## src/rtl/time_set_controller_if.sv

```systemverilog
// Button inputs and edit outputs of the time-set controller.
// The master side drives the buttons and the slave side is the controller.
interface time_set_controller_if;
    logic       btn_mode;
    logic       btn_inc;
    logic       btn_dec;
    logic [7:0] value_set_register;
    logic [1:0] value_set_selection;
    logic       set_active;

    modport master (
        output btn_mode, btn_inc, btn_dec,
        input  value_set_register, value_set_selection, set_active
    );

    modport slave (
        input  btn_mode, btn_inc, btn_dec,
        output value_set_register, value_set_selection, set_active
    );
endinterface

```

## src/rtl/time_set_controller.sv

```systemverilog
// Time-set controller: synchronizes and debounces three buttons, auto-repeats
// inc/dec, and steps a packed-BCD edit value for the hour/minute/second fields.
module time_set_controller #(
    parameter int unsigned DEBOUNCE_CYCLES = 250000,
    parameter int unsigned REPEAT_CYCLES   = 12500000
) (
    input  logic                 clk,
    input  logic                 rst,
    time_set_controller_if.slave bus
);

    localparam int unsigned NBTN     = 3;
    localparam int unsigned BTN_MODE = 0;
    localparam int unsigned BTN_INC  = 1;
    localparam int unsigned BTN_DEC  = 2;

    localparam int unsigned DB_W = (DEBOUNCE_CYCLES > 1) ? $clog2(DEBOUNCE_CYCLES) : 1;
    localparam int unsigned RP_W = $clog2(REPEAT_CYCLES + 1);
    localparam logic [DB_W-1:0] DB_LAST = DB_W'(DEBOUNCE_CYCLES - 1);
    localparam logic [RP_W-1:0] RP_MAX  = RP_W'(REPEAT_CYCLES);

    typedef enum logic [1:0] {
        RUN,
        SET_HOUR,
        SET_MIN,
        SET_SEC
    } state_e;

    logic [NBTN-1:0] btn_raw;
    logic [NBTN-1:0] sync1_q, sync2_q;
    logic [NBTN-1:0] deb_q, deb_d;
    logic [NBTN-1:0] deb_prev_q;
    logic [DB_W-1:0] db_cnt_q [NBTN];
    logic [DB_W-1:0] db_cnt_d [NBTN];
    logic [RP_W-1:0] rep_cnt_q [2];
    logic [RP_W-1:0] rep_cnt_d [2];
    logic [1:0]      rep_fire;
    logic [NBTN-1:0] press;
    logic            mode_pulse, inc_pulse, dec_pulse;

    state_e     state_q, state_d;
    logic [7:0] value_q, value_d;
    logic [1:0] sel_q, sel_d;
    logic       active_q, active_d;

    assign btn_raw = {bus.btn_dec, bus.btn_inc, bus.btn_mode};

    function automatic logic [7:0] bcd_inc(input logic [7:0] v, input logic [7:0] max);
        if (v == max)          return 8'h00;
        else if (v[3:0] == 4'd9) return {v[7:4] + 4'd1, 4'd0};
        else                   return {v[7:4], v[3:0] + 4'd1};
    endfunction

    function automatic logic [7:0] bcd_dec(input logic [7:0] v, input logic [7:0] max);
        if (v == 8'h00)        return max;
        else if (v[3:0] == 4'd0) return {v[7:4] - 4'd1, 4'd9};
        else                   return {v[7:4], v[3:0] - 4'd1};
    endfunction

    function automatic logic [1:0] sel_code(input state_e s);
        case (s)
            SET_HOUR: return 2'b10;
            SET_MIN:  return 2'b01;
            SET_SEC:  return 2'b11;
            default:  return 2'b00;
        endcase
    endfunction

    // Debounce: the level flips on the DEBOUNCE_CYCLES-th consecutive differing sample.
    always_comb begin
        deb_d = deb_q;
        for (int unsigned i = 0; i < NBTN; i++) begin
            db_cnt_d[i] = '0;
            if (sync2_q[i] != deb_q[i]) begin
                if (db_cnt_q[i] == DB_LAST) deb_d[i] = sync2_q[i];
                else                        db_cnt_d[i] = db_cnt_q[i] + DB_W'(1);
            end
        end
    end

    // Repeat counter restarts at 1 after firing so the period stays REPEAT_CYCLES.
    always_comb begin
        for (int unsigned j = 0; j < 2; j++) begin
            rep_cnt_d[j] = '0;
            rep_fire[j]  = 1'b0;
            if (deb_q[j + 1]) begin
                if (rep_cnt_q[j] == RP_MAX) begin
                    rep_fire[j]  = 1'b1;
                    rep_cnt_d[j] = RP_W'(1);
                end else begin
                    rep_cnt_d[j] = rep_cnt_q[j] + RP_W'(1);
                end
            end
        end
    end

    assign press      = deb_q & ~deb_prev_q;
    assign mode_pulse = press[BTN_MODE];
    assign inc_pulse  = press[BTN_INC] | rep_fire[0];
    assign dec_pulse  = press[BTN_DEC] | rep_fire[1];

    always_ff @(posedge clk or negedge rst) begin
        if (!rst) begin
            sync1_q    <= '0;
            sync2_q    <= '0;
            deb_q      <= '0;
            deb_prev_q <= '0;
            for (int unsigned i = 0; i < NBTN; i++) db_cnt_q[i] <= '0;
            for (int unsigned j = 0; j < 2; j++)    rep_cnt_q[j] <= '0;
        end else begin
            sync1_q    <= btn_raw;
            sync2_q    <= sync1_q;
            deb_q      <= deb_d;
            deb_prev_q <= deb_q;
            for (int unsigned i = 0; i < NBTN; i++) db_cnt_q[i] <= db_cnt_d[i];
            for (int unsigned j = 0; j < 2; j++)    rep_cnt_q[j] <= rep_cnt_d[j];
        end
    end

    always_comb begin
        state_d = state_q;
        value_d = value_q;
        if (mode_pulse) begin
            case (state_q)
                RUN:      state_d = SET_HOUR;
                SET_HOUR: state_d = SET_MIN;
                SET_MIN:  state_d = SET_SEC;
                default:  state_d = RUN;
            endcase
            value_d = '0;
        end else if (state_q != RUN && (inc_pulse ^ dec_pulse)) begin
            if (inc_pulse) value_d = bcd_inc(value_q, (state_q == SET_HOUR) ? 8'h23 : 8'h59);
            else           value_d = bcd_dec(value_q, (state_q == SET_HOUR) ? 8'h23 : 8'h59);
        end
        if (state_d == RUN) value_d = '0;
        sel_d    = sel_code(state_d);
        active_d = (state_d != RUN);
    end

    always_ff @(posedge clk or negedge rst) begin
        if (!rst) begin
            state_q  <= RUN;
            value_q  <= '0;
            sel_q    <= '0;
            active_q <= 1'b0;
        end else begin
            state_q  <= state_d;
            value_q  <= value_d;
            sel_q    <= sel_d;
            active_q <= active_d;
        end
    end

    assign bus.value_set_register  = value_q;
    assign bus.value_set_selection = sel_q;
    assign bus.set_active          = active_q;

endmodule

```

## src/flat_wrapper.sv

```systemverilog
// flat-port wrapper written by rule: the top's interface ports become plain ports
module time_set_controller_flat 
#(
    parameter int unsigned DEBOUNCE_CYCLES = 250000,
    parameter int unsigned REPEAT_CYCLES   = 12500000
)
  (clk, rst, bus_btn_mode, bus_btn_inc, bus_btn_dec, bus_value_set_register, bus_value_set_selection, bus_set_active);
  time_set_controller_if bus_i ();
  input  logic clk;
  input  logic rst;
  input wire logic [$bits(bus_i.btn_mode)-1:0] bus_btn_mode;
  input wire logic [$bits(bus_i.btn_inc)-1:0] bus_btn_inc;
  input wire logic [$bits(bus_i.btn_dec)-1:0] bus_btn_dec;
  output wire logic [$bits(bus_i.value_set_register)-1:0] bus_value_set_register;
  output wire logic [$bits(bus_i.value_set_selection)-1:0] bus_value_set_selection;
  output wire logic [$bits(bus_i.set_active)-1:0] bus_set_active;
  assign bus_i.btn_mode = bus_btn_mode;
  assign bus_i.btn_inc = bus_btn_inc;
  assign bus_i.btn_dec = bus_btn_dec;
  assign bus_value_set_register = bus_i.value_set_register;
  assign bus_value_set_selection = bus_i.value_set_selection;
  assign bus_set_active = bus_i.set_active;
  time_set_controller #(.DEBOUNCE_CYCLES(DEBOUNCE_CYCLES), .REPEAT_CYCLES(REPEAT_CYCLES)) u_core (.clk(clk), .rst(rst), .bus(bus_i));
endmodule
```

## config.mk

```make
export PLATFORM = sky130hd
export DESIGN_NAME = time_set_controller_flat
export DESIGN_NICKNAME = d
export VERILOG_FILES = /design/src/rtl/time_set_controller_if.sv /design/src/rtl/time_set_controller.sv /design/src/flat_wrapper.sv
export SDC_FILE = /design/constraint.sdc
export NUM_CORES = 1
export LEC_CHECK = 0
export CAP_MARGIN = 20
export CORE_MARGIN = 1
export CORE_UTILIZATION = 50
export CTS_CLUSTER_SIZE = 8
export DETAILED_ROUTE_END_ITERATION = 6
export PLACE_DENSITY_LB_ADDON = 0.25
export SKIP_LAST_GASP = 1
export SLEW_MARGIN = 15
export SYNTH_ARGS = -nofsm -noshare
export SYNTH_HDL_FRONTEND = slang
export SYNTH_SLANG_ARGS = --single-unit
```

## constraint.sdc

```tcl
create_clock -name clk -period 3.65 [get_ports clk]
set_clock_uncertainty 0.15 [all_clocks]
set_input_delay 0.9125 -clock clk [delete_from_list [all_inputs] [get_ports clk]]
set_output_delay 0.9125 -clock clk [all_outputs]
set_load 0.1 [all_outputs]
```

==> impl_metrics.ini, run 1 <==
[logic_synthesis]
synthDistinctLibCells = 53
ys_seq_area_share_pct = 49.96
yosysTopAreaCell = dfrtp_1
yosysWarningCount = 0
synth_area_leaders = dfrtp_1 (50%), nor2_1 (7.5%), xor2_1 (6.8%), xnor2_1 (6.4%), nand3_1 (3.8%)
synth_nets = 668
synth_seq_cells = 126
synth-edff-count = 0
synth_area_per_cell_um2 = 9.739
synth_top_cell_area_share_pct = 49.96
synth_ff_type = dfrtp_1
synthArstFlopShare_pct = 100.0
syn_inst = 648
synth_area_um2 = 6311

[critical_path]
start_kind = register
critPathRequiredTime_ns = 3.82
critical_path_buf_inv_count = 0
path_delay_family = simple AND/OR/NAND/NOR gates
slowest_delay_ns = 0.53
crit_chain = or4b_1 -> or4_4 -> o32ai_4 -> nor3b_2 -> o211a_4 -> a21oi_2 -> a311oi_2
cp_max_fo = 5
crit_arrival_ns = 2.93
cpMaxStageDelayCell = or4b_1
end_kind = register
crit_type = register to register

[final_layout]
n_antenna_cell = 0
drive_gt1_share_pct = 9.795
regArea_um2 = 3153
nNetsFinal = 691
multi_input_area_um2 = 2975
n_fill_cell = 1051
areaGrowthSynthToFinish_pct = 15.68
final_cells = 852
final_area_um2 = 7301

[placement]
dpl.cell_count = 820
place_ws_ns = 0.8899
dp_hpwl_um = 8018
gp_congestion = 0.8716
port-buffer-count = 15
place_area_um2 = 6605

[power_and_ir_drop]
peakVddDrop_uv = 406.4
power.share.sequential_pct = 41.0
switching_share_pct = 18.81
p_int_mw = 2.807
power_density_nw_per_um2 = 473.5
clock_power_share_pct = 57.3
p_switching_mw = 0.6503
p_leak_nw = 3.041
combPwrFrac_pct = 1.7

[clock_network]
ctsResizeCount = 0
cts_hold_buf = 0
htreeDepth = 4
numCtsBuffers = 17
post_cts_buffers = 0
cts_root_buf = clkbuf_16
cts.sinks = 126
cts_tree = yes
clock_latency_ns = 0.43
cts.path.max_buffers = 2
clkTransAtPathRegs_ns = 0.05

[grt]
grt_pass1_vias = 4556
grt_max_degree = 47
grt_use_met1_pct = 24.69
grt_use_met3_pct = 5.135
antenna_found_initial = 0
grt_pass1_wl_um = 20620
busiest_layer = met2
met2_usage_pct = 33.66
grtUsageTotal_pct = 20.18
grt-ovfl-total = 0

[floorplanning]
core.rowCount = 40
core-area_um2 = 12160
dieArea_um2 = 13080
ioPinCount = 16
die_h_um = 114.4
die_w_um = 114.4
start_util_pct = 51.89

[sta]
rsz0062_at_grt = false
hold_viol_final = 0
fmaxAchievable_mhz = 363.0
setup_viol = 0
slew_headroom_pct = 49.34
tns_ns = 0
finalMaxSlewViolations = 0
fin_ws_ns = 0.8951
worst_pin_slew_ns = 0.7530
period_needed_ns = 2.755
fin_crit_sh_pct = 75.48

[route]
wl_um = 11630
viasPerCell = 5.323
detail-route-antenna-nets = 0
drt_iter0_markers = 240
dr_total_vias = 4535
wl_per_cell_um = 13.65
drc = 0
drt_pre_antenna_iters = 4

[outcome]
status = finished, final reports clean

[job]
drv_cap = 0

[hold_path]
hp-class = register to register
-- placed cells by master, fill, tap and decap left out, types with 3 or more instances in the layout --
cell	synthesis	layout
and3_1	18	18
nand4_1	17	17
a211oi_1	3	3
nor2_1	126	126
or2_2	3	3
clkbuf_16	0	17
nand3b_1	4	4
dfrtp_1	126	126
nand2_1	37	37
xnor2_1	46	46
clkdlybuf4s50_1	0	3
nand2b_1	3	3
nor2b_1	6	6
nand3_1	48	48
inv_1	29	29
mux2_2	4	4
bufinv_16	0	7
buf_4	1	17
nor4_1	10	10
xor2_1	49	49
and4_1	6	6
nor4b_1	6	6
or3_1	6	6
ha_1	15	15
nor3_1	17	17
o21ai_0	9	9
o22ai_1	3	3
a21oi_1	9	9
-- metal layers --
metal,up-vias,wire [um]
met1,2229,5384
met3,12,275
li1,2242,-
met2,52,5825
met4,0,147
met5,-,0
-- cell type report --
| class | instances | area share [%] |
|---|---|---|
| repair buffers | 20 | 2.159 |
| clock buffers | 21 | 6.307 |
| flip-flops and latches | 126 | 43.19 |
| inverters | 29 | 1.491 |
| well taps | 168 | 2.879 |
| multi-input cells | 477 | 40.75 |
| clock inverters | 11 | 3.222 |
-- synth_stat cells (all sizes together), types with 2 or more instances --
master / instances
nor2: 127
dfrtp: 126
xor2: 49
nand3: 48
xnor2: 46
nand2: 37
inv: 29
and3: 20
nand4: 17
nor3: 17
ha: 15
clkbuf: 14
a21oi: 11
nor4: 10
o21ai: 9
and4: 7
nor2b: 6
nor4b: 6
or3: 6
mux2: 4
nand3b: 4
a211oi: 3
nand2b: 3
nor3b: 3
o22ai: 3
o32ai: 3
or2: 3
a311oi: 2
and2: 2
buf: 2
o211ai: 2
o221ai: 2
-- power groups by stage --
stage | registers [mW] | logic, mW | clock network [mW]
after floorplan | 1.44 | 0.0218 | 0
after global placement | 1.44 | 0.0583 | 0
after detailed placement | 1.44 | 0.0604 | 0
after CTS | 1.42 | 0.0614 | 2.01
after global routing | 1.42 | 0.0700 | 2.07
final | 1.42 | 0.0581 | 1.98
-- per-stage QoR --
| stage | hold WS, ns | utilization, % | power (mW) |
|---|---|---|---|
| after detailed placement | 0.1855 | 54.31 | 1.503 |
| after global routing | 0.2148 | 60.03 | 3.557 |
| final | 0.1963 | 60.03 | 3.457 |
| after CTS | 0.1971 | 60.03 | 3.491 |
| after floorplan | 0.1812 | - | 1.462 |
| after global placement | 0.1869 | 54.31 | 1.500 |
-- kinds of logic after synthesis --
group,count (synthesis),synth area share [%]
muxes,4,0.7137
DFF,126,49.96
and+or+nand+nor,323,25.52
adders and majority gates,15,2.974
buffers and inverters,45,2.894
xor gates and xnor gates,95,13.18
AOI/OAI and AO/OA,40,4.758
-- state kept, by name, summed over array words and instances (netlist names) --
name                            flops
u_core.deb_prev_q                   3
u_core.deb_q                        3
u_core.bus.value_set_selection      1
u_core.bus.value_set_register       8
u_core.sync1_q                      3
u_core.db_cnt_q                    54
u_core.sync2_q                      3
u_core.state_q                      2
u_core.rep_cnt_q                   48
u_core.bus.set_active               1
-- path summary, 6_finish.rpt --
kind / from / end / slack, ns / depth (start not counted)
min in group asynchronous: rst / u_core.db_cnt_q[14]$_DFF_PN0_ / 0.34 / 1
hold reg to reg: u_core.sync1_q[1]$_DFF_PN0_ / u_core.sync2_q[1]$_DFF_PN0_ / 0.20 / 0
setup / recovery: u_core.rep_cnt_q[16]$_DFF_PN0_ / u_core.bus.value_set_register[4]$_DFFE_PN0P_ / 0.90 / 7
hold / removal: u_core.sync1_q[1]$_DFF_PN0_ / u_core.sync2_q[1]$_DFF_PN0_ / 0.20 / 0
max in group asynchronous: rst / u_core.rep_cnt_q[3]$_DFF_PN0_ / 2.24 / 2
setup reg to reg: u_core.rep_cnt_q[16]$_DFF_PN0_ / u_core.bus.value_set_register[4]$_DFFE_PN0P_ / 0.90 / 7
Power figures use the tool's default switching activity.
==> run 2, diff against run 1 <==
clock period = 2.82 ns   (was 3.65 ns; I/O delays follow)
==> run 2 against run 1 <==
- largest power group unchanged
- global-route usage is 0.46 points higher
- clock power hardly changed
- highest routed layer unchanged
- setup slack worse by 0.77 ns
- critical path type unchanged
- non-clock buffer count is 2 higher
==> impl_metrics.ini, run 2 (synthesized netlist as in run 1, its figures left out) <==
[outcome]
status = finished, final reports clean

[sta]
rsz0062_at_grt = false
whs_ns = 0.08684
setup_viol = 0
finalMaxSlewViolations = 0
fmaxAchievable_mhz = 371.4
tns_ns = 0
fin_crit_sh_pct = 95.48
worst_pin_slew_ns = 0.7429
hold_viol_final = 0
slew_headroom_pct = 50.02
period_needed_ns = 2.692

[clock_network]
htreeDepth = 4
cts_root_buf = clkbuf_16
post_cts_buffers = 0
clkTransAtPathRegs_ns = 0.05
cts.sinks = 126
cts_tree = yes
clock_latency_ns = 0.41
numCtsBuffers = 17
cts.path.max_buffers = 2

[floorplanning]
ioPinCount = 16
core-area_um2 = 12160
core.rowCount = 40
start_util_pct = 51.89
dieArea_um2 = 13080
die_h_um = 114.4
die_w_um = 114.4

[critical_path]
end_kind = register
critPathRequiredTime_ns = 2.98
crit_arrival_ns = 2.85
start_kind = register
crit_type = register to register
cp_max_fo = 5

[hold_path]
hp-class = primary input to async pin

[final_layout]
final_cells = 848
largest_register_ffs = 54
nNetsFinal = 693
regMostFlops = u_core.db_cnt_q
mostFrequentLayoutCells = nor2_1 (126), dfrtp_1 (126), xor2_1 (49), nand3_1 (48), xnor2_1 (46)
n_antenna_cell = 0
drive_gt1_share_pct = 9.118
areaGrowthSynthToFinish_pct = 13.54

[job]
drv_cap = 0

[power_and_ir_drop]
p_leak_nw = 2.979
power_density_nw_per_um2 = 542.5
peakVddDrop_uv = 370.6
totalPowerFinal_mw = 3.887

[route]
detail-route-antenna-nets = 0
viasPerCell = 5.374
wl_um = 11690
drt_pre_antenna_iters = 5
wl_per_cell_um = 13.79
drt_iter0_markers = 281
drc = 0
dr_total_vias = 4557

[grt]
grt-ovfl-total = 0
grt_pass1_wl_um = 21290
grtUsageTotal_pct = 20.64
antenna_found_initial = 0
grt_max_degree = 64
grt_pass1_vias = 4717

[placement]
dpl.cell_count = 822
port-buffer-count = 15
dp_hpwl_um = 7940
gp_congestion = 0.8563
## run 2: cell types whose count changed in the layout (fill, tap and decap cells not counted)
cell,delta
clkinv_2,-1
clkbuf_8,+2
nor3b_4,+1
clkinvlp_4,-2
bufinv_16,-6
buf_12,+1
clkbuf_1,+1
buf_4,+1
nor3b_2,-1
## run 2: through the flow
| step | utilization, % | setup slack [ns] | area, um2 |
|---|---|---|---|
| finish | 58.92 | 0.1275 | 7166 |
| detailed placement | 54.54 | 0.1348 | 6633 |
| CTS | 58.87 | 0.07520 | 7159 |
| global route | 58.92 | 0.006528 | 7166 |
| floorplan | - | 0.08482 | 6311 |
| global placement | 54.54 | 0.1862 | 6633 |
## run 2: report_power, final
group          total [mW]  leakage (nW)  switching (mW)  internal [mW]
clock                1.97         0.260           0.702           1.27
sequential           1.84          1.74          0.0112           1.83
combinational      0.0763         0.980          0.0556         0.0207
## run 2: area by class of cell
cell class	instances	area, um2
clock buffers	24	491.7
clock inverters	2	35.03
fillers	1023	4996
inverters	29	108.9
multi-input cells	477	2982
flip-flops and latches	126	3153
well taps	168	210.2
repair buffers	22	185.2
## run 2: critical path, cell delays in order (launching register included)
cell	delay, ns
dfrtp_1	0.41
or4b_1	0.50
or4_4	0.44
o32ai_4	0.31
nor3b_4	0.26
o211a_4	0.21
a21oi_2	0.05
a211oi_1	0.25
## run 2: final timing paths
| path | start | endpoint | slack, ns | cells past startpoint |
|---|---|---|---|---|
| hold / removal | rst | u_core.db_cnt_q[16]$_DFF_PN0_ | 0.09 | 1 |
| hold reg to reg | u_core.sync1_q[1]$_DFF_PN0_ | u_core.sync2_q[1]$_DFF_PN0_ | 0.20 | 0 |
| setup reg to reg | u_core.rep_cnt_q[4]$_DFF_PN0_ | u_core.bus.value_set_register[6]$_DFFE_PN0P_ | 0.13 | 7 |
| max in group asynchronous | rst | u_core.db_cnt_q[40]$_DFF_PN0_ | 1.76 | 2 |
| setup / recovery | u_core.rep_cnt_q[4]$_DFF_PN0_ | u_core.bus.value_set_register[6]$_DFFE_PN0P_ | 0.13 | 7 |
| min in group clk | u_core.sync1_q[1]$_DFF_PN0_ | u_core.sync2_q[1]$_DFF_PN0_ | 0.20 | 0 |
## run 2: per-layer routing
layer,vias to the layer above,wire [um],global-route usage [%],part of all wire [%]
met3,10,368,6.088,3.1
met5,-,0,0,0
met1,2236,5431,25.95,46
met4,0,137,8.139,1.2
li1,2241,-,-,-
met2,70,5754,33.58,49
## run 2: timing repair
item                       in CTS  in global routing
setup endpoints to repair       0                  4
resized for setup               0                  1
hold buffers                    0                  0
==> run 3, diff against run 2 <==
CTS_CLUSTER_SIZE = 12   (was 8)
==> results of run 3 <==
Same layout as run 2: the final DEF is identical, and so are final timing and power.
